===== src/rtl/tpu_pkg.sv =====
// Shared constants and state encoding for the TPU SRAM loader.
package tpu_pkg;

  localparam int SRAM_DATA_WIDTH = 32;
  localparam int ADDR_WIDTH      = 10;
  localparam int NUM_BANKS       = 8;

  typedef enum logic [2:0] {
    S_IDLE   = 3'd0,
    S_LOAD_W = 3'd1,
    S_LOAD_D = 3'd2,
    S_START  = 3'd3,
    S_WAIT   = 3'd4,
    S_FIN    = 3'd5
  } state_t;

endpackage


===== src/rtl/tpu_sram_loader_if.sv =====
// Host word stream into the loader: valid/ready handshake with one data word.
interface tpu_sram_loader_if #(
  parameter int DATA_WIDTH = tpu_pkg::SRAM_DATA_WIDTH
);
  logic                  in_valid;
  logic [DATA_WIDTH-1:0] in_data;
  logic                  in_ready;

  modport master (output in_valid, output in_data, input in_ready);
  modport slave  (input in_valid, input in_data, output in_ready);
endinterface


===== src/rtl/loader_addr_gen.sv =====
// Bank-sequential write address generator: address within bank, bank within
// group, and weight/data group, advanced once per accepted host word.
module loader_addr_gen #(
  parameter int ADDR_WIDTH = tpu_pkg::ADDR_WIDTH,
  parameter int NUM_BANKS  = tpu_pkg::NUM_BANKS,
  parameter int BANK_W     = $clog2(NUM_BANKS)
) (
  input  logic                  clk,
  input  logic                  srstn,
  input  logic                  clear,
  input  logic                  advance,
  input  logic [ADDR_WIDTH:0]   len,
  output logic [ADDR_WIDTH-1:0] addr,
  output logic [BANK_W-1:0]     bank,
  output logic                  group,
  output logic                  last_word
);
  import tpu_pkg::*;

  logic [ADDR_WIDTH-1:0] addr_reg;
  logic [BANK_W-1:0]     bank_reg;
  logic                  group_reg;
  logic [ADDR_WIDTH:0]   len_m1;
  logic                  addr_last;
  logic                  bank_last;

  // Full-width compare: with len=0 the wrapped len_m1 never matches.
  assign len_m1    = len - 1'b1;
  assign addr_last = ({1'b0, addr_reg} == len_m1);
  assign bank_last = (bank_reg == BANK_W'(NUM_BANKS - 1));

  always_ff @(posedge clk or negedge srstn) begin
    if (!srstn) begin
      addr_reg  <= '0;
      bank_reg  <= '0;
      group_reg <= 1'b0;
    end else if (clear) begin
      addr_reg  <= '0;
      bank_reg  <= '0;
      group_reg <= 1'b0;
    end else if (advance) begin
      if (addr_last) begin
        addr_reg <= '0;
        if (bank_last) begin
          bank_reg  <= '0;
          group_reg <= ~group_reg;
        end else begin
          bank_reg <= bank_reg + 1'b1;
        end
      end else begin
        addr_reg <= addr_reg + 1'b1;
      end
    end
  end

  assign addr      = addr_reg;
  assign bank      = bank_reg;
  assign group     = group_reg;
  assign last_word = addr_last && bank_last;

endmodule


===== src/rtl/tpu_sram_loader.sv =====
// Streams host words into the weight then data SRAM banks, kicks the TPU and
// reports job completion with a one-cycle done pulse.
module tpu_sram_loader #(
  parameter int SRAM_DATA_WIDTH = tpu_pkg::SRAM_DATA_WIDTH,
  parameter int ADDR_WIDTH      = tpu_pkg::ADDR_WIDTH,
  parameter int NUM_BANKS       = tpu_pkg::NUM_BANKS
) (
  input  logic                       clk,
  input  logic                       srstn,
  input  logic                       load_start,
  input  logic [ADDR_WIDTH:0]        load_words,
  tpu_sram_loader_if.slave           host,
  output logic [NUM_BANKS-1:0]       sram_wen_w,
  output logic [NUM_BANKS-1:0]       sram_wen_d,
  output logic [ADDR_WIDTH-1:0]      sram_waddr,
  output logic [SRAM_DATA_WIDTH-1:0] sram_wdata,
  output logic                       tpu_start,
  input  logic                       tpu_done,
  output logic                       busy,
  output logic                       done
);
  import tpu_pkg::*;

  localparam int BANK_W = $clog2(NUM_BANKS);
  localparam logic [ADDR_WIDTH:0] MAX_LEN = {1'b1, {ADDR_WIDTH{1'b0}}};

  state_t                     state_reg;
  logic [ADDR_WIDTH:0]        len_reg;
  logic                       in_ready_reg;
  logic                       busy_reg;
  logic                       tpu_start_reg;
  logic                       done_reg;
  logic [NUM_BANKS-1:0]       wen_w_reg;
  logic [NUM_BANKS-1:0]       wen_d_reg;
  logic [ADDR_WIDTH-1:0]      waddr_reg;
  logic [SRAM_DATA_WIDTH-1:0] wdata_reg;

  logic [ADDR_WIDTH:0]   len_clamped;
  logic                  accept;
  logic [ADDR_WIDTH-1:0] cur_addr;
  logic [BANK_W-1:0]     cur_bank;
  logic                  cur_group;
  logic                  last_word;
  logic [NUM_BANKS-1:0]  bank_sel;

  assign len_clamped = (load_words > MAX_LEN) ? MAX_LEN : load_words;
  assign accept      = host.in_valid && in_ready_reg;

  loader_addr_gen #(
    .ADDR_WIDTH (ADDR_WIDTH),
    .NUM_BANKS  (NUM_BANKS),
    .BANK_W     (BANK_W)
  ) u_addr_gen (
    .clk       (clk),
    .srstn     (srstn),
    .clear     (state_reg == S_IDLE),
    .advance   (accept),
    .len       (len_reg),
    .addr      (cur_addr),
    .bank      (cur_bank),
    .group     (cur_group),
    .last_word (last_word)
  );

  for (genvar gi = 0; gi < NUM_BANKS; gi++) begin : g_bank_sel
    assign bank_sel[gi] = (cur_bank == BANK_W'(gi));
  end

  // in_ready and busy are loaded with the decode of the next state so both
  // track the state register exactly without a combinational path.
  always_ff @(posedge clk or negedge srstn) begin
    if (!srstn) begin
      state_reg     <= S_IDLE;
      len_reg       <= '0;
      in_ready_reg  <= 1'b0;
      busy_reg      <= 1'b0;
      tpu_start_reg <= 1'b0;
      done_reg      <= 1'b0;
      wen_w_reg     <= '0;
      wen_d_reg     <= '0;
      waddr_reg     <= '0;
      wdata_reg     <= '0;
    end else begin
      wen_w_reg     <= '0;
      wen_d_reg     <= '0;
      tpu_start_reg <= 1'b0;
      done_reg      <= 1'b0;

      if (accept) begin
        waddr_reg <= cur_addr;
        wdata_reg <= host.in_data;
        if (cur_group) wen_d_reg <= bank_sel;
        else           wen_w_reg <= bank_sel;
      end

      case (state_reg)
        S_IDLE: begin
          if (load_start) begin
            len_reg  <= len_clamped;
            busy_reg <= 1'b1;
            if (len_clamped != '0) begin
              state_reg    <= S_LOAD_W;
              in_ready_reg <= 1'b1;
            end else begin
              state_reg <= S_START;
            end
          end
        end
        S_LOAD_W: begin
          if (accept && last_word) state_reg <= S_LOAD_D;
        end
        S_LOAD_D: begin
          if (accept && last_word) begin
            state_reg    <= S_START;
            in_ready_reg <= 1'b0;
          end
        end
        S_START: begin
          tpu_start_reg <= 1'b1;
          state_reg     <= S_WAIT;
        end
        S_WAIT: begin
          if (tpu_done) begin
            done_reg  <= 1'b1;
            state_reg <= S_FIN;
          end
        end
        S_FIN: begin
          busy_reg  <= 1'b0;
          state_reg <= S_IDLE;
        end
        default: begin
          state_reg    <= S_IDLE;
          in_ready_reg <= 1'b0;
          busy_reg     <= 1'b0;
        end
      endcase
    end
  end

  assign host.in_ready = in_ready_reg;
  assign sram_wen_w    = wen_w_reg;
  assign sram_wen_d    = wen_d_reg;
  assign sram_waddr    = waddr_reg;
  assign sram_wdata    = wdata_reg;
  assign tpu_start     = tpu_start_reg;
  assign busy          = busy_reg;
  assign done          = done_reg;

endmodule


===== src/flat_wrapper.sv =====
// flat-port wrapper written by rule: the top's interface ports become plain ports
module tpu_sram_loader_flat import tpu_pkg::*;
#(
  parameter int SRAM_DATA_WIDTH = tpu_pkg::SRAM_DATA_WIDTH,
  parameter int ADDR_WIDTH      = tpu_pkg::ADDR_WIDTH,
  parameter int NUM_BANKS       = tpu_pkg::NUM_BANKS
)
  (clk, srstn, load_start, load_words, sram_wen_w, sram_wen_d, sram_waddr, sram_wdata, tpu_start, tpu_done, busy, done, host_in_valid, host_in_data, host_in_ready);
  tpu_sram_loader_if #(.DATA_WIDTH((SRAM_DATA_WIDTH))) host_i ();
  input  logic clk;
  input  logic srstn;
  input  logic load_start;
  input  logic [ADDR_WIDTH:0] load_words;
  output logic [NUM_BANKS-1:0] sram_wen_w;
  output logic [NUM_BANKS-1:0] sram_wen_d;
  output logic [ADDR_WIDTH-1:0] sram_waddr;
  output logic [SRAM_DATA_WIDTH-1:0] sram_wdata;
  output logic tpu_start;
  input  logic tpu_done;
  output logic busy;
  output logic done;
  input wire logic [$bits(host_i.in_valid)-1:0] host_in_valid;
  input wire logic [$bits(host_i.in_data)-1:0] host_in_data;
  output wire logic [$bits(host_i.in_ready)-1:0] host_in_ready;
  assign host_i.in_valid = host_in_valid;
  assign host_i.in_data = host_in_data;
  assign host_in_ready = host_i.in_ready;
  tpu_sram_loader #(.SRAM_DATA_WIDTH(SRAM_DATA_WIDTH), .ADDR_WIDTH(ADDR_WIDTH), .NUM_BANKS(NUM_BANKS)) u_core (.clk(clk), .srstn(srstn), .load_start(load_start), .load_words(load_words), .host(host_i), .sram_wen_w(sram_wen_w), .sram_wen_d(sram_wen_d), .sram_waddr(sram_waddr), .sram_wdata(sram_wdata), .tpu_start(tpu_start), .tpu_done(tpu_done), .busy(busy), .done(done));
endmodule

===== config.mk =====
export PLATFORM = sky130hd
export DESIGN_NAME = tpu_sram_loader_flat
export DESIGN_NICKNAME = d
export VERILOG_FILES = /design/src/rtl/tpu_pkg.sv /design/src/rtl/tpu_sram_loader_if.sv /design/src/rtl/loader_addr_gen.sv /design/src/rtl/tpu_sram_loader.sv /design/src/flat_wrapper.sv
export SDC_FILE = /design/constraint.sdc
export NUM_CORES = 1
export LEC_CHECK = 0
export ABC_AREA = 1
export BUFFER_PORTS_ARGS = -buffer_cell sky130_fd_sc_hd__buf_2
export CAP_MARGIN = 15
export CORE_ASPECT_RATIO = 1.75
export CORE_MARGIN = 2
export CORE_UTILIZATION = 57
export DETAILED_ROUTE_END_ITERATION = 10
export HOLD_SLACK_MARGIN = 0.15
export PLACE_DENSITY = 0.83
export SYNTH_ARGS = -nofsm -noshare
export SYNTH_HDL_FRONTEND = slang
export SYNTH_HIERARCHICAL = 1
export SYNTH_SLANG_ARGS = --single-unit

===== constraint.sdc =====
create_clock -name clk -period 5.6 [get_ports clk]
set_clock_uncertainty 0.1 [all_clocks]
set_input_delay 0.28 -clock clk [delete_from_list [all_inputs] [get_ports clk]]
set_output_delay 0.28 -clock clk [all_outputs]
set_load 0.005 [all_outputs]

; Word-level counts from Yosys, hierarchy flattened
; Cells that the tools add are included.
[totals]
ff_bits = 90
latchBits = 0
ramBits = 0
romBits = 0
inputBits = 48
wordCells = 86
mem_count = 0
[op_classes]
n_addsub = 3
mul = 0
n_div = 0
order_cmp = 1
n_eq_ne = 18
shift = 0
muxes = 31
bitwise_logic = 3
reduce_logical = 17
[ops]
columns = op, count
row1 = $mux 8, 4
row2 = $mux 10, 3
row3 = $mux 3, 8
row4 = $eq 3x3->1 const B, 6
row5 = $pmux 3 s5, 1
row6 = $eq 3x2->1 const B, 4
row7 = $eq 10x11->1, 1
row8 = $gt 11x11->1 const B, 1
row9 = $mux 1, 11
row10 = $mux 11, 1
row11 = $reduce_bool 11->1, 1
row12 = $sub 11x1->11 const B, 1
row13 = $add 10x1->10 const B, 1
row14 = $reduce_and 4->1, 2
row15 = $reduce_or 4->1, 2
row16 = $eq 3x1->1 const B, 2
row17 = $logic_not 3->1, 2
row18 = $ne 2x1->1 const B, 3
row19 = $reduce_and 2->1, 3
row20 = $reduce_bool 2->1, 3
row21 = $ne 2x2->1 const B, 2
row22 = $add 3x1->3 const B, 1
row23 = $logic_and 1x1->1, 3
row24 = $not 1->1, 3
row25 = other kinds (4), 4

; Longest topological paths before layout
[depth]
word_depth = 6
ltp_mapped = 19
depth_no_buf = 19

; Cells and area by module
; Netlist, hierarchy kept.
[modules_own_cells]
columns = module, n_inst, cells_each, area_per_inst_um2, seq_area_each_um2
row1 = tpu_sram_loader, 1, 341, 3001.6, 1901.8
row2 = loader_addr_gen, 1, 161, 1193.6, 350.3

; Worst setup path before layout
; OpenSTA, ideal clock, no wires.
[synth_path]
path_kind = reg2reg
start = reg u_core.len_reg[0]
end = reg u_core.in_ready_reg (netlist: u_core/host.in_ready)
setup_time_ns = 0.117
t_arrival_ns = 1.882
required_time_ns = 5.383
slack_ns = 3.502
path_stages_with_launch = 20
path_buffers = 0
period_less_slack_ns = 2.098
path_cell_list = dfrtp_1 > inv_1 > ha_1 > inv_1 > nand2_1 > nand2_1 > nand2_1 > nand2_1 > nor2_1 > nand2_1 > nor2_2 > nand3_4 > nor2_1 > inv_1 > nor2_1 > nor2_1 > nor2_1 > nand2_1 > nand2_1 > nand2_1
[synth_between]
elab_chain_cells = 6
[synth_rtl]
columns = element, line
row1 = from (decl), tpu_sram_loader.sv:28  ; logic [ADDR_WIDTH:0] len_reg;
row2 = from (signal assigned), tpu_sram_loader.sv:99  ; len_reg <= len_clamped;
row3 = $sub 11x1->11, loader_addr_gen.sv:28  ; assign len_m1 = len - 1'b1;
row4 = $eq 10x11->1, loader_addr_gen.sv:29  ; assign addr_last = ({1'b0, addr_reg} == len_m1);
row5 = $logic_and 1x1->1, loader_addr_gen.sv:59  ; assign last_word = addr_last && bank_last;
row6 = via u_core.last_word, tpu_sram_loader.sv:43  ; logic last_word;
row7 = $logic_and 1x1->1, tpu_sram_loader.sv:113  ; if (accept && last_word) begin
row8 = $ne 2x1->1 (no line), n/a
row9 = $reduce_and 4->1 (no line), n/a
row10 = to (signal assigned), tpu_sram_loader.sv:103  ; in_ready_reg <= 1'b1;
row11 = to (signal assigned), tpu_sram_loader.sv:115  ; in_ready_reg <= 1'b0;
row12 = to (signal assigned), tpu_sram_loader.sv:134  ; in_ready_reg <= 1'b0;
row13 = to (decl), tpu_sram_loader.sv:29  ; logic in_ready_reg;
; The timed path passes the listed nets, and every way through them passes these cells.
; A chain may end at the register's enable or synchronous reset.

; Worst setup path in the final report
[layout_path]
start = reg u_core.in_ready_reg (netlist: u_core/host.in_ready)
end = reg u_core.u_addr_gen.addr_reg[9] (netlist: u_core/u_addr_gen/addr[9])
[layout_between]
elab_chain_cells = 2
[layout_rtl]
columns = element, line
row1 = from (signal assigned), tpu_sram_loader.sv:75  ; in_ready_reg <= 1'b0;
row2 = from (signal assigned), tpu_sram_loader.sv:103
row3 = from (signal assigned), tpu_sram_loader.sv:115
row4 = $logic_and 1x1->1, tpu_sram_loader.sv:47  ; assign accept = host.in_valid && in_ready_reg;
row5 = $reduce_bool 2->1 (no line), n/a
row6 = to (signal assigned), loader_addr_gen.sv:51  ; addr_reg <= addr_reg + 1'b1;
row7 = to (decl), loader_addr_gen.sv:20  ; logic [ADDR_WIDTH-1:0] addr_reg;
; Every way passes these cells.

==> impl_metrics.toml <==
[detailed_routing]
routed_wl_mm = 11.4
detail_route.wl_per_cell_um = 15.4
ant_nets = 0
vias_per_cell = 5.31
drc = 0
drt-initial-drc-count = 417
detailroute.via_count = 3953
firstDrtPassIters = 5

[final_layout]
seq_area_mm2 = 0.00225
multi_input_area_mm2 = 0.00173
utilization = 0.765
syn2layout_area_growth_pct = 31.0
largest_reg_flops = 32
drive_above_1_share = 0.244
final_nets = 705
fin_area_mm2 = 0.00549
nFillCells = 456

[power_and_ir_drop]
p_per_area_mw_per_mm2 = 475
p_total_mw = 2.61
leakage_nw = 3.03
peakVddDrop_v = 0.000308

[placement]
dp_hpwl_mm = 6.72
numPortBuffers = 109
post_dp_cell_area_mm2 = 0.00479
place_congestion = 0.877

[clock_network]
clk_latency_ns = 0.34
clkTransAtPathRegs_ns = 0.06
cts.path.max_buffers = 2
ctsResizeCount = 0
cts_tree = "built"
root_buffer = "clkbuf_16"
htree_levels = 3
cts_made_buffers = 9
cts.sinks = 90

[worst_setup_path]
r2r_start = "u_core/host.in_ready"
critPathBufInv = 2
crit_type = "reg2reg"
crit_chain = "nand2_2, inv_2, inv_1, nand2_4, nand4_1, nor2_2, nand4_1, xnor2_1, a21boi_1"
slowest_delay_ns = 0.80
worstPathArrival_ns = 3.28
setup.worst_path.end_class = "register"
crit_path_start_kind = "register"
cp_common_cell = "nand4_1"
crit_required_ns = 5.76
crit_family = "simple AND/OR/NAND/NOR gates"
startpoint = "u_core/host.in_ready"
cpMaxStageDelayCell = "inv_2"
worstPathMaxFanout = 45

[global_routing]
grt_pass1_wl_mm = 17.3
grt_pass1_vias = 3866
grt-ovfl-total = 0
grtUsageTotal = 0.288
antenna_found_initial = 1
grt_max_degree = 91

[job]
drv_cap = 0

[timing]
hold_violations = 0
slew_headroom = 0.437
slew_violations = 0
min_period_over_period = 0.557
tightest_slew_ns = 0.842
setup_viol = 0
rsz0062_at_grt = "no"
fmax_mhz = 321
fin_tns_setup_ns = 0
min_period_ns = 3.12

[floorplanning]
die_h_um = 117
die_area_mm2 = 0.00809
die_width_um = 68.9
start_util = 0.584
std_cell_rows = 41
io_pins = 110
core_mm2 = 0.00718

[logic_synthesis]
syn_area_per_cell_um2 = 8.36
synthCells = 502
ys_types = 36
synth-warning-count = 6
syn_nets = 554
seq_area_frac_synth = 0.537
syn-cell-area_mm2 = 0.00420
ys_seq_elements = 90

[hold_path]
hold_path_startpoint = "load_words[2]"
min_path_type = "in2reg"

[outcome]
outcome = "complete, no violations"
power by group:
group          leakage (nW)  total, mW  switching, mW  internal, mW
registers              1.18       1.02          0.174         0.847
logic                  1.73       1.06          0.652         0.407
clock network         0.122      0.529          0.232         0.297
total                  3.03       2.61           1.06          1.55
routing by layer:
| layer | track usage | wire [µm] |
|---|---|---|
| met1 | 0.294 | 4110 |
| met2 | 0.541 | 6190 |
| met3 | 0.0535 | 831 |
| met4 | 0.112 | 318 |
| met5 | 0 | 0 |
synth_stat cells:
master	n	area, µm²
a21boi_1	1	7.51
o22ai_1	1	6.26
or2_2	1	6.26
nand2_1	200	751
nor2_1	45	169
a21oi_2	1	8.76
nand2_2	10	62.6
dfrtp_1	90	2250
mux2i_1	1	10.0
nand2_8	2	40.0
o21ai_0	5	25.0
xor2_1	11	96.3
or2_1	1	6.26
nand4_1	5	31.3
clkbuf_2	1	5.00
nor2_2	6	37.5
nand3b_1	1	7.51
buf_2	6	30.0
and2_1	1	6.26
xnor2_1	6	52.6
o21ai_2	5	43.8
o21ai_1	10	50.1
o21a_1	1	7.51
a21oi_1	6	30.0
buf_6	1	11.3
inv_1	31	116
nor2_4	3	33.8
nand2_4	1	11.3
nand3_2	1	10.0
inv_4	1	6.26
ha_1	4	50.1
clkinv_1	1	3.75
nand3_4	1	17.5
clkbuf_1	4	15.0
inv_2	6	22.5
nand3_1	31	155
cell usage in the layout, fill, tap and decap left out, drive strengths merged, types with 2 or more instances in the layout:
master,instances
ha,4
nand3,33
inv,38
dlygate4sd3,42
or2,2
xor2,11
o21ai,20
clkbuf,12
nand2,213
clkinv,3
nand4,5
dfrtp,90
a21oi,7
buf,110
nor2,54
xnor2,6
worst register-to-register path, stage by stage (launching register included):
cell and delay [ns]:
dfrtp_1 0.38, nand2_2 0.49, inv_2 0.81, inv_1 0.22, nand2_4 0.24, nand4_1 0.17
nor2_2 0.18, nand4_1 0.12, xnor2_1 0.15, a21boi_1 0.17
layout make-up:
class,instances,area share
flip-flops and latches,90,0.410
clock buffers,12,0.0430
inverters,39,0.0271
multi-input cells,361,0.315
diodes,1,0.000455
clock inverters,3,0.00319
repair buffers,152,0.181
well taps,86,0.0196
through the flow:
step | setup WS (ns) | std cells | hold WS [ns]
2_1_floorplan | 3.50 | 502 | -0.116
3_3_place_gp | 2.69 | 685 | 0.357
3_5_place_dp | 2.56 | 685 | 0.360
4_1_cts | 2.53 | 742 | 0.157
5_1_grt | 2.16 | 744 | 0.164
6_report | 2.48 | 744 | 0.159
final timing paths:
kind / slack, ns / endpoint / cells past startpoint
setup / recovery: 2.48 / u_core/u_addr_gen/addr[9] / 9
hold / removal: 0.16 / u_core/len_reg[2] / 3
setup reg to reg: 2.48 / u_core/u_addr_gen/addr[9] / 9
hold reg to reg: 0.38 / u_core/sram_waddr[4] / 2
max in group asynchronous: 4.55 / u_core/sram_waddr[2] / 3
min in group asynchronous: 0.25 / u_core/sram_wdata[16] / 2
what timing repair did:
item,CTS,global route
buffers inserted,0,0
hold buffers,42,0
hold endpoints to repair,131,0
cell families (layout without fill, tap and decap cells):
| group | Yosys count | after routing | synth area share |
|---|---|---|---|
| AND/OR/NAND/NOR | 309 | 309 | 0.321 |
| buffers and inverters | 51 | 206 | 0.0501 |
| AO/OA/AOI/OAI | 30 | 30 | 0.0427 |
| multiplexers | 1 | 1 | 0.00239 |
| adder cells (fa/ha/maj) | 4 | 4 | 0.0119 |
| flip-flops | 90 | 90 | 0.537 |
| XOR/XNOR | 17 | 17 | 0.0355 |
| other | 0 | 1 | 0 |
No activity file was read; power rests on OpenSTA's default activity.
